File: src/rtl/voq_burst_scheduler_pkg.sv
// ============================================================================
//  Module      : voq_burst_scheduler_pkg
//  Description : Shared types and helpers for the VOQ burst scheduler.
//  Revision    : 1.0 - initial release
// ============================================================================
`default_nettype none

package voq_burst_scheduler_pkg;

    localparam int STAT_W = 16;

    typedef enum logic [0:0] {
        ST_IDLE  = 1'b0,
        ST_BURST = 1'b1
    } sched_state_e;

    // Increment with wrap at n; n need not be a power of two.
    function automatic int wrap_inc(input int v, input int n);
        return (v + 1 >= n) ? 0 : v + 1;
    endfunction

endpackage

`default_nettype wire

File: src/rtl/voq_burst_scheduler_rr_arbiter.sv
// ============================================================================
//  Module      : rr_arbiter
//  Description : Combinational rotating find-first: the first request at or
//                after ptr, wrapping N-1 -> 0.
//  Revision    : 1.0 - initial release
// ============================================================================
`default_nettype none

module rr_arbiter #(
    parameter int N     = 4,
    parameter int SEL_W = (N > 1) ? $clog2(N) : 1
) (
    input  logic [N-1:0]     req,
    input  logic [SEL_W-1:0] ptr,
    output logic [SEL_W-1:0] gnt_idx,
    output logic             any_gnt
);

    int w_idx;

    // Scan from farthest to nearest so the request closest to ptr wins last.
    always_comb begin
        gnt_idx = '0;
        any_gnt = 1'b0;
        w_idx   = 0;
        for (int k = N - 1; k >= 0; k--) begin
            w_idx = int'(ptr) + k;
            if (w_idx >= N) begin
                w_idx = w_idx - N;
            end
            if (req[w_idx]) begin
                gnt_idx = SEL_W'(w_idx);
                any_gnt = 1'b1;
            end
        end
    end

endmodule

`default_nettype wire

File: src/rtl/voq_burst_scheduler.sv
// ============================================================================
//  Module      : voq_burst_scheduler
//  Description : Round-robin VOQ pop scheduler with per-grant bursts of up to
//                BURST cells; optional per-channel statistics under the
//                VOQ_SCHED_STATS_EN macro.
//  Revision    : 1.0 - initial release
// ============================================================================
`default_nettype none

module voq_burst_scheduler
    import voq_burst_scheduler_pkg::*;
#(
    parameter int PORT_NUB = 4,
    parameter int DEPTH    = 100,
    parameter int BURST    = 4,
    parameter int ADDR_W   = $clog2(DEPTH),
    parameter int SEL_W    = (PORT_NUB > 1) ? $clog2(PORT_NUB) : 1
) (
    input  logic                clk,
    input  logic                rst,
    input  logic [PORT_NUB-1:0] empty,
    input  logic [ADDR_W-1:0]   rd_data,
    output logic                rd_en,
    output logic [SEL_W-1:0]    rd_sel,
    input  logic [PORT_NUB-1:0] port_ready,
    output logic                out_valid,
    input  logic                out_ready,
    output logic [ADDR_W-1:0]   out_addr,
    output logic [SEL_W-1:0]    out_port,
    input  logic [SEL_W-1:0]    stat_sel,
    input  logic                stat_clr,
    output logic [STAT_W-1:0]   stat_cnt
);

    localparam int               c_cnt_w      = $clog2(BURST + 1);
    localparam logic [c_cnt_w-1:0] c_burst_last = c_cnt_w'(BURST);

    sched_state_e        r_state;
    logic [SEL_W-1:0]    r_rr_ptr;
    logic [SEL_W-1:0]    r_cur;
    logic [c_cnt_w-1:0]  r_burst_cnt;
    logic                r_out_valid;
    logic [ADDR_W-1:0]   r_out_addr;
    logic [SEL_W-1:0]    r_out_port;

    logic [PORT_NUB-1:0] w_req;
    logic                w_load_ok;
    logic [SEL_W-1:0]    w_gnt_idx;
    logic                w_any_gnt;
    logic                w_pop;
    logic [SEL_W-1:0]    w_pop_sel;

    assign w_req     = ~empty & port_ready;
    assign w_load_ok = ~r_out_valid | out_ready;

    rr_arbiter #(
        .N     (PORT_NUB),
        .SEL_W (SEL_W)
    ) u_rr_arbiter (
        .req     (w_req),
        .ptr     (r_rr_ptr),
        .gnt_idx (w_gnt_idx),
        .any_gnt (w_any_gnt)
    );

    always_comb begin
        w_pop     = 1'b0;
        w_pop_sel = w_gnt_idx;
        if (!rst && w_load_ok) begin
            if (r_state == ST_IDLE) begin
                w_pop = w_any_gnt;
            end else begin
                w_pop     = w_req[r_cur];
                w_pop_sel = r_cur;
            end
        end
    end

    assign rd_en     = w_pop;
    assign rd_sel    = w_pop_sel;
    assign out_valid = r_out_valid;
    assign out_addr  = r_out_addr;
    assign out_port  = r_out_port;

    always_ff @(posedge clk) begin
        if (rst) begin
            r_state     <= ST_IDLE;
            r_rr_ptr    <= '0;
            r_cur       <= '0;
            r_burst_cnt <= '0;
            r_out_valid <= 1'b0;
            r_out_addr  <= '0;
            r_out_port  <= '0;
        end else begin
            if (w_pop) begin
                r_out_valid <= 1'b1;
                r_out_addr  <= rd_data;
                r_out_port  <= w_pop_sel;
            end else if (out_ready) begin
                r_out_valid <= 1'b0;
            end

            case (r_state)
                ST_IDLE: begin
                    if (w_pop) begin
                        r_cur       <= w_pop_sel;
                        r_burst_cnt <= c_cnt_w'(1);
                        if (BURST == 1) begin
                            r_rr_ptr <= SEL_W'(wrap_inc(int'(w_pop_sel), PORT_NUB));
                        end else begin
                            r_state <= ST_BURST;
                        end
                    end
                end
                ST_BURST: begin
                    // A dried-up or back-pressured port ends the burst early.
                    if (!w_req[r_cur]) begin
                        r_rr_ptr <= SEL_W'(wrap_inc(int'(r_cur), PORT_NUB));
                        r_state  <= ST_IDLE;
                    end else if (w_pop) begin
                        r_burst_cnt <= r_burst_cnt + 1'b1;
                        if ((r_burst_cnt + 1'b1) == c_burst_last) begin
                            r_rr_ptr <= SEL_W'(wrap_inc(int'(r_cur), PORT_NUB));
                            r_state  <= ST_IDLE;
                        end
                    end
                end
                default: r_state <= ST_IDLE;
            endcase
        end
    end

`ifdef VOQ_SCHED_STATS_EN
    logic [STAT_W-1:0] r_stat [PORT_NUB];

    always_ff @(posedge clk) begin
        for (int i = 0; i < PORT_NUB; i++) begin
            if (rst || stat_clr) begin
                r_stat[i] <= '0;
            end else if (w_pop && (w_pop_sel == SEL_W'(i)) && (r_stat[i] != '1)) begin
                r_stat[i] <= r_stat[i] + 1'b1;
            end
        end
    end

    always_comb begin
        stat_cnt = '0;
        for (int i = 0; i < PORT_NUB; i++) begin
            if (stat_sel == SEL_W'(i)) begin
                stat_cnt = r_stat[i];
            end
        end
    end
`else
    logic w_unused_stats;
    assign w_unused_stats = ^{stat_sel, stat_clr};
    assign stat_cnt       = '0;
`endif

endmodule

`default_nettype wire

File: config.mk
export PLATFORM = sky130hd
export DESIGN_NAME = voq_burst_scheduler
export DESIGN_NICKNAME = d
export VERILOG_FILES = /design/src/rtl/voq_burst_scheduler_pkg.sv /design/src/rtl/voq_burst_scheduler_rr_arbiter.sv /design/src/rtl/voq_burst_scheduler.sv
export SDC_FILE = /design/constraint.sdc
export NUM_CORES = 1
export LEC_CHECK = 0
export ABC_AREA = 1
export CAP_MARGIN = 20
export CORE_ASPECT_RATIO = 1.25
export CORE_MARGIN = 1.5
export CORE_UTILIZATION = 47
export DETAILED_ROUTE_END_ITERATION = 16
export GPL_TIMING_DRIVEN = 0
export PLACE_DENSITY = 0.86
export RECOVER_POWER = 50
export SLEW_MARGIN = 0
export SYNTH_ARGS = -nofsm -noshare
export SYNTH_HDL_FRONTEND = slang
export SYNTH_SLANG_ARGS = --single-unit
File: constraint.sdc
create_clock -name clk -period 3.2 [get_ports clk]
set_input_delay 0.64 -clock clk [delete_from_list [all_inputs] [get_ports clk]]
set_output_delay 0.64 -clock clk [all_outputs]
set_load 0.1 [all_outputs]
======== Word-level counts from Yosys, hierarchy flattened ========
Cells that the tools add are included.
storage, ports and cells
  flip-flop bits (word level) ............. 18
  input bits .............................. 21
  logic and storage cells ................. 88
  output and inout port bits .............. 29
operators by class
  bitwise operators ....................... 5
  equal/unequal tests ..................... 6
  order comparisons ....................... 10
  reduce and logical (&&, ||, !) cells .... 6
  add/subtract/negate cells ............... 9
  multiplexer cells ....................... 45
operators with widths
  kind                                                                      number
  32-bit by 4-bit < comparator with 1-bit output (second input constant)    4
  32-bit 2-to-1 mux                                                         4
  32-bit by 4-bit >= comparator with 1-bit output (second input constant)   3
  32-bit by 4-bit subtractor with 32-bit output (second input constant)     3
  1-bit 2-to-1 mux                                                          21
  2-bit 2-to-1 mux                                                          10
  1-bit binary-select mux with 2-bit select                                 5
  3-bit 2-to-1 mux                                                          3
  2-bit by 1-bit adder with 3-bit output (second input constant)            2
  2-bit by 2-bit adder with 3-bit output (second input constant)            2
  2-bit inequality test (second input constant)                             3
  3-bit one-hot mux with 2 select lines                                     1
  3-bit AND reduction                                                       2
  4-bit bitwise AND                                                         1
  2-bit by 1-bit inequality test with 1-bit output (second input constant)  2
  4-bit inverter                                                            1
  2-bit by 3-bit subtractor with 4-bit output (second input constant)       1
  3-bit by 1-bit adder with 3-bit output (second input constant)            1
  3-bit == test (second input constant)                                     1
  2-bit by 3-bit >= comparator with 1-bit output (second input constant)    1
  3-bit >= comparator (second input constant)                               1
  2-bit by 3-bit < comparator with 1-bit output (second input constant)     1
  1-bit inverter                                                            2
  1-bit one-hot mux with 2 select lines                                     1
  5 further kinds                                                           5

======== Longest topological paths before layout ========
  word-level depth ........................ 15
  mapped depth ............................ 13
  mapped depth without buffers ............ 12

======== Cells and area by module ========
A second synthesis with hierarchy kept.
unflattened totals
  cell total of the unflattened synthesis .. 209
  area total of the unflattened synthesis .. 1348.8 µm²
by module, submodules not included
  module               times used  cells an instance  area each (µm²)  sequential area each (µm²)
  voq_burst_scheduler  1           165                1123.6           360.3
  rr_arbiter           1           44                 225.2            0.0

======== Worst setup path after synthesis ========
OpenSTA, ideal clock, no wires.
  path kind ............................... reg-to-output
  start point ............................. reg r_out_valid, in the netlist out_valid
  end point ............................... out rd_sel[1]
  path slack .............................. 0.559 ns
  stages on the path, launching flop included .. 7
  data arrival time ....................... 2.001 ns
  buffers on the path ..................... 0
  required time ........................... 2.560 ns
  path through ............................ dfxtp_1 nand2_1 nand2_1 nor2_1 inv_1 o21ai_1 inv_1
on the way
  longest elaborated chain between the ends .. 4
ends and longest elaborated chain
  item                    line                        source
  start, declared         voq_burst_scheduler.sv:42   logic r_out_valid;
  start signal, assigned  voq_burst_scheduler.sv:91   r_out_valid <= 1'b0;
  start signal, assigned  voq_burst_scheduler.sv:96   r_out_valid <= 1'b1;
  start signal, assigned  voq_burst_scheduler.sv:100  r_out_valid <= 1'b0;
  1-bit inverter          voq_burst_scheduler.sv:54   assign w_load_ok = ~r_out_valid | out_ready;
  1-bit bitwise OR        voq_burst_scheduler.sv:54
  1-bit logical AND       voq_burst_scheduler.sv:69   if (!rst && w_load_ok) begin
  2-bit 2-to-1 mux        voq_burst_scheduler.sv:69
  end, declared           voq_burst_scheduler.sv:24   output logic [SEL_W-1:0] rd_sel,
No other way between the ends.

======== Worst setup path in the final report ========
  start point ............................. in port_ready[3]
  end point ............................... out rd_en
on the way
  longest elaborated chain between the ends .. 10
  elaborated cells between the ends (all ways) .. 21
  classes of those cells .................. mux: 20; bitwise: 1
ends and longest elaborated chain
  item                                                 line                                  source
  start, declared                                      voq_burst_scheduler.sv:25             input logic [PORT_NUB-1:0] port_ready,
  4-bit bitwise AND (*)                                voq_burst_scheduler.sv:53             assign w_req = ~empty & port_ready;
  1-bit binary-select mux with 2-bit select            voq_burst_scheduler_rr_arbiter.sv:31  if (req[w_idx]) begin
  1-bit 2-to-1 mux (implied by the code) (2 in a row)  voq_burst_scheduler_rr_arbiter.sv:31
  1-bit 2-to-1 mux (4 in a row)                        voq_burst_scheduler_rr_arbiter.sv:31
  1-bit 2-to-1 mux (*)                                 voq_burst_scheduler.sv:70             if (r_state == ST_IDLE) begin
  1-bit 2-to-1 mux (*)                                 voq_burst_scheduler.sv:69
  end, declared                                        voq_burst_scheduler.sv:23             output logic rd_en,
Mark *: on every way between the ends. The rest lies on a longest branch, timed or not. The select of a mux whose other input is x is not followed.

==> Implementation_results.wiki <==
{| class="wikitable"
! Metric !! Value
|-
| Post-synthesis to final-layout area growth || 31.66%
|-
| Nets@finish || 256
|-
| Global-route wire length before repair || 4.326 mm
|-
| Number of buffers on the longest clock path || 2
|-
| Die width || 49.54 um
|-
| Yosys reg bits || 18
|-
| Total detailed-routing wirelength || 2.476 mm
|-
| Crit share post-route || 92.83%
|-
| Crit path arrival time || 2.33 ns
|-
| Synthesized area per cell || 6.992 um^2
|-
| Async set or reset register ratio after synthesis || 0%
|-
| Fin area || 1675 um^2
|-
| Count of cells along the worst register-to-register path || 10
|-
| Final core area utilization || 66.95%
|-
| Worst Setup Start Kind || input port
|-
| Sink Count || 18
|-
| Clock-pin slew reported for the worst setup and hold paths after clock tree synthesis || 0.10 ns
|-
| Most common cell after layout, fill and taps aside || sky130_fd_sc_hd__nand2_1
|-
| Floorplan core area || 2502 um^2
|-
| N_diodes || 0
|-
| Unrepaired setup endpoints after global routing || false
|-
| Hold Violations, Final || 0
|-
| Critical path endpoint category || primary output
|-
| Routability-driven placement congestion ratio || 0.7997
|-
| Largest net degree at the start of global routing || 11
|-
| Total of max-cap violations || 0
|-
| Clock tree from TritonCTS || yes
|-
| Static power due to leakage || 0.8325 nW
|-
| # port buffers || 30
|-
| Hold wc startpoint || out_addr[1]
|-
| Post-layout minimum cycle time || 2.971 ns
|-
| EDFF count, synth || 0
|-
| Number of top-level design ports || 50
|-
| Crit path max-delay cell type || sky130_fd_sc_hd__clkdlybuf4s50_1
|-
| Number of iterations in the first detailed-routing pass || 4
|-
| Highest cell delay on the worst timing path || 0.49 ns
|-
| Cell repeated most along the worst path || sky130_fd_sc_hd__nand2_2
|-
| Vias/cell || 4.436
|-
| Number of inserted filler cells in the final layout || 243
|-
| Detailed Place HPWL || 2.019 mm
|-
| Initial Util || 50.85%
|-
| Worst hold path class || register to register
|-
| Highest ir drop seen on vdd || 0.3445 mV
|-
| Library cells used by synthesis || 25
|-
| Setup slack, reg-to-reg || 1.32 ns
|-
| Post-Syn Area || 1272 um^2
|-
| Hold WS || 0.4813 ns
|-
| Detail Route Antenna Nets || 0
|-
| Std cell rows || 20
|-
| Number of max-slew violations in the final report || 0
|-
| Number of levels the H-tree was split into || 1
|-
| Status || finished clean
|-
| Total global routing overflow || 0
|-
| Clock buffers created by TritonCTS || 3
|-
| Layout cells sized above 1 || 23.81%
|-
| Via count of the first global-routing pass || 1,087
|-
| Post-detailed-route wirelength per cell || 9.379 um
|-
| Launching point of the worst reg2reg path || r_rr_ptr[0]
|-
| Primary flip-flop cell chosen by synthesis mapping || sky130_fd_sc_hd__dfxtp_1
|-
| Synth top area share || 28.32%
|-
| Leading cell types in the layout, fill and taps excluded || 49 x sky130_fd_sc_hd__nand2_1, 27 x sky130_fd_sc_hd__clkdlybuf4s50_1, 21 x sky130_fd_sc_hd__inv_1
|-
| Number of remaining DRC errors || 0
|-
| Yosys warning total || 0
|-
| Vertical extent of the die || 61.18 um
|-
| Number of antenna violations at the first check in global routing || 0
|-
| Worst path cell trace || clkdlybuf4s50_1, inv_1, nor2_1, nand2_1, nand2_2, nor3_1, nand2_2, nand3_4, inv_4, buf_8, clkbuf_4
|-
| Worst-case headroom to the max-slew limit || 34.07%
|-
| Cell depth of the worst min-delay path || 2
|-
| Setup CP Type || input port to primary output
|-
| Final setup vio count || 0
|-
| Terminus of the critical flop-to-flop path || out_addr[6]
|-
| Cell at the root of the clock tree || sky130_fd_sc_hd__clkbuf_4
|-
| Die area || 3031 um^2
|-
| Vias after detailed routing || 1,171
|-
| Hold Path End || out_addr[1]
|-
| Starting DRC count in detailed routing || 11
|-
| Layout Skew || 0.003425 ns
|-
| Required time of the worst setup path || 2.56 ns
|-
| Critical path fanouts, max || 10
|-
| Instance area after placement || 1670 um^2
|-
| Cell taking the most area after synthesis || sky130_fd_sc_hd__dfxtp_1
|-
| Cells taking the most area after synthesis || sky130_fd_sc_hd__dfxtp_1 28%, sky130_fd_sc_hd__nand2_1 14%, sky130_fd_sc_hd__buf_4 9.4%, sky130_fd_sc_hd__a21oi_2 7.6%, sky130_fd_sc_hd__nand2_2 6.9%
|-
| PwrDens || 582.7 nW/um^2
|-
| Sequential-to-total area share from yosys stat || 28.32%
|-
| Max Clock Freq || 336.6 MHz
|-
| Combined global-route utilization of all metal layers || 17.95%
|-
| Worst-skew pair later-pin latency || 0.29 ns
|-
| Measured slew at the worst slew-check pin || 0.9859 ns
|-
| Gate count after technology mapping || 182
|-
| Post CTS Setup Buffer Count || 0
|}
logic make-up (layout without fill, tap and decap cells):
logic type / after synthesis / in the layout / synth area share (%)
AND/OR/NAND/NOR: 93 / 93 / 34.71
buffers and inverters: 44 / 78 / 20.55
AO/OA/AOI/OAI: 20 / 20 / 11.11
flip-flops: 18 / 18 / 28.32
adder cells (fa/ha/maj): 3 / 3 / 2.950
XOR/XNOR: 3 / 3 / 2.065
other: 1 / 16 / 0.2947
how the worst max path moves through the flow:
stage / from / to / slack, ns / cells after the start
4_1_cts: port_ready[3] / rd_sel[1] / 0.006 / 14
2_1_floorplan: out_valid / rd_sel[1] / 0.56 / 6
3_3_place_gp: port_ready[3] / rd_en / -0.59 / 11
5_1_grt: rst / rd_sel[1] / 0.08 / 8
6_report: port_ready[3] / rd_en / 0.23 / 11
3_5_place_dp: port_ready[3] / rd_en / -0.60 / 11
timing repair:
item / 4_1_cts / 5_1_grt
hold buffers: 0 / 0
resized for setup: 11 / 7
setup endpoints to repair: 3 / 3
metrics by stage:
stage | std cells | power [mW] | setup TNS [ns] | setup WS, ns
floorplan | 197 | 0.7497 | 0 | 0.5594
global placement | 260 | 0.8541 | -1.722 | -0.5949
detailed placement | 260 | 0.8604 | -1.728 | -0.5953
CTS | 264 | 0.9927 | 0 | 0.006465
global route | 264 | 1.035 | 0 | 0.07639
finish | 264 | 0.9762 | 0 | 0.2293
area by class of cell:
class / instances / area [um^2] / area share [%]
Buffer: 21 / 158.9 / 9.485
Clock buffer: 4 / 36.28 / 2.166
Inverter: 23 / 91.34 / 5.452
Multi-Input combinational cell: 135 / 694.4 / 41.45
Sequential cell: 18 / 360.3 / 21.51
Tap cell: 33 / 41.29 / 2.465
Timing Repair Buffer: 30 / 292.8 / 17.48
layer usage:
metal | track usage, % | vias to the layer above | wire length [um]
met2 | 37.14 | 32 | 1273
met4 | 6.746 | 0 | 37
met5 | 0 | - | 0
met1 | 18.14 | 505 | 1037
met3 | 2.670 | 5 | 128
li1 | - | 629 | -
power breakdown:
group	internal, mW	leakage, nW	switching (mW)
combinational	0.145	0.664	0.419
sequential	0.251	0.148	0.0211
clock	0.0694	0.0210	0.0701
total	0.466	0.832	0.510
flip-flops by register name, indices dropped and copies added, names as in the netlist:
signal,count
out_port,2
out_valid,1
out_addr,7
r_state,1
r_burst_cnt,3
r_rr_ptr,2
r_cur,2
cells in the mapped netlist, types with 2 or more instances:
master,n
sky130_fd_sc_hd__buf_4,16
sky130_fd_sc_hd__nor2_1,8
sky130_fd_sc_hd__a21oi_1,8
sky130_fd_sc_hd__buf_8,2
sky130_fd_sc_hd__nand2_2,14
sky130_fd_sc_hd__nand2_1,49
sky130_fd_sc_hd__a21oi_2,11
sky130_fd_sc_hd__ha_1,3
sky130_fd_sc_hd__inv_4,2
sky130_fd_sc_hd__nand3_1,15
sky130_fd_sc_hd__inv_1,21
sky130_fd_sc_hd__dfxtp_1,18
sky130_fd_sc_hd__xnor2_1,2
sky130_fd_sc_hd__nand3_2,2
worst max-delay path: cells and delay by family:
family                 cells  cell delay [ns]
buffers and inverters      5             1.11
AND/OR/NAND/NOR            6             0.57
(Power assumes the default switching activity.)
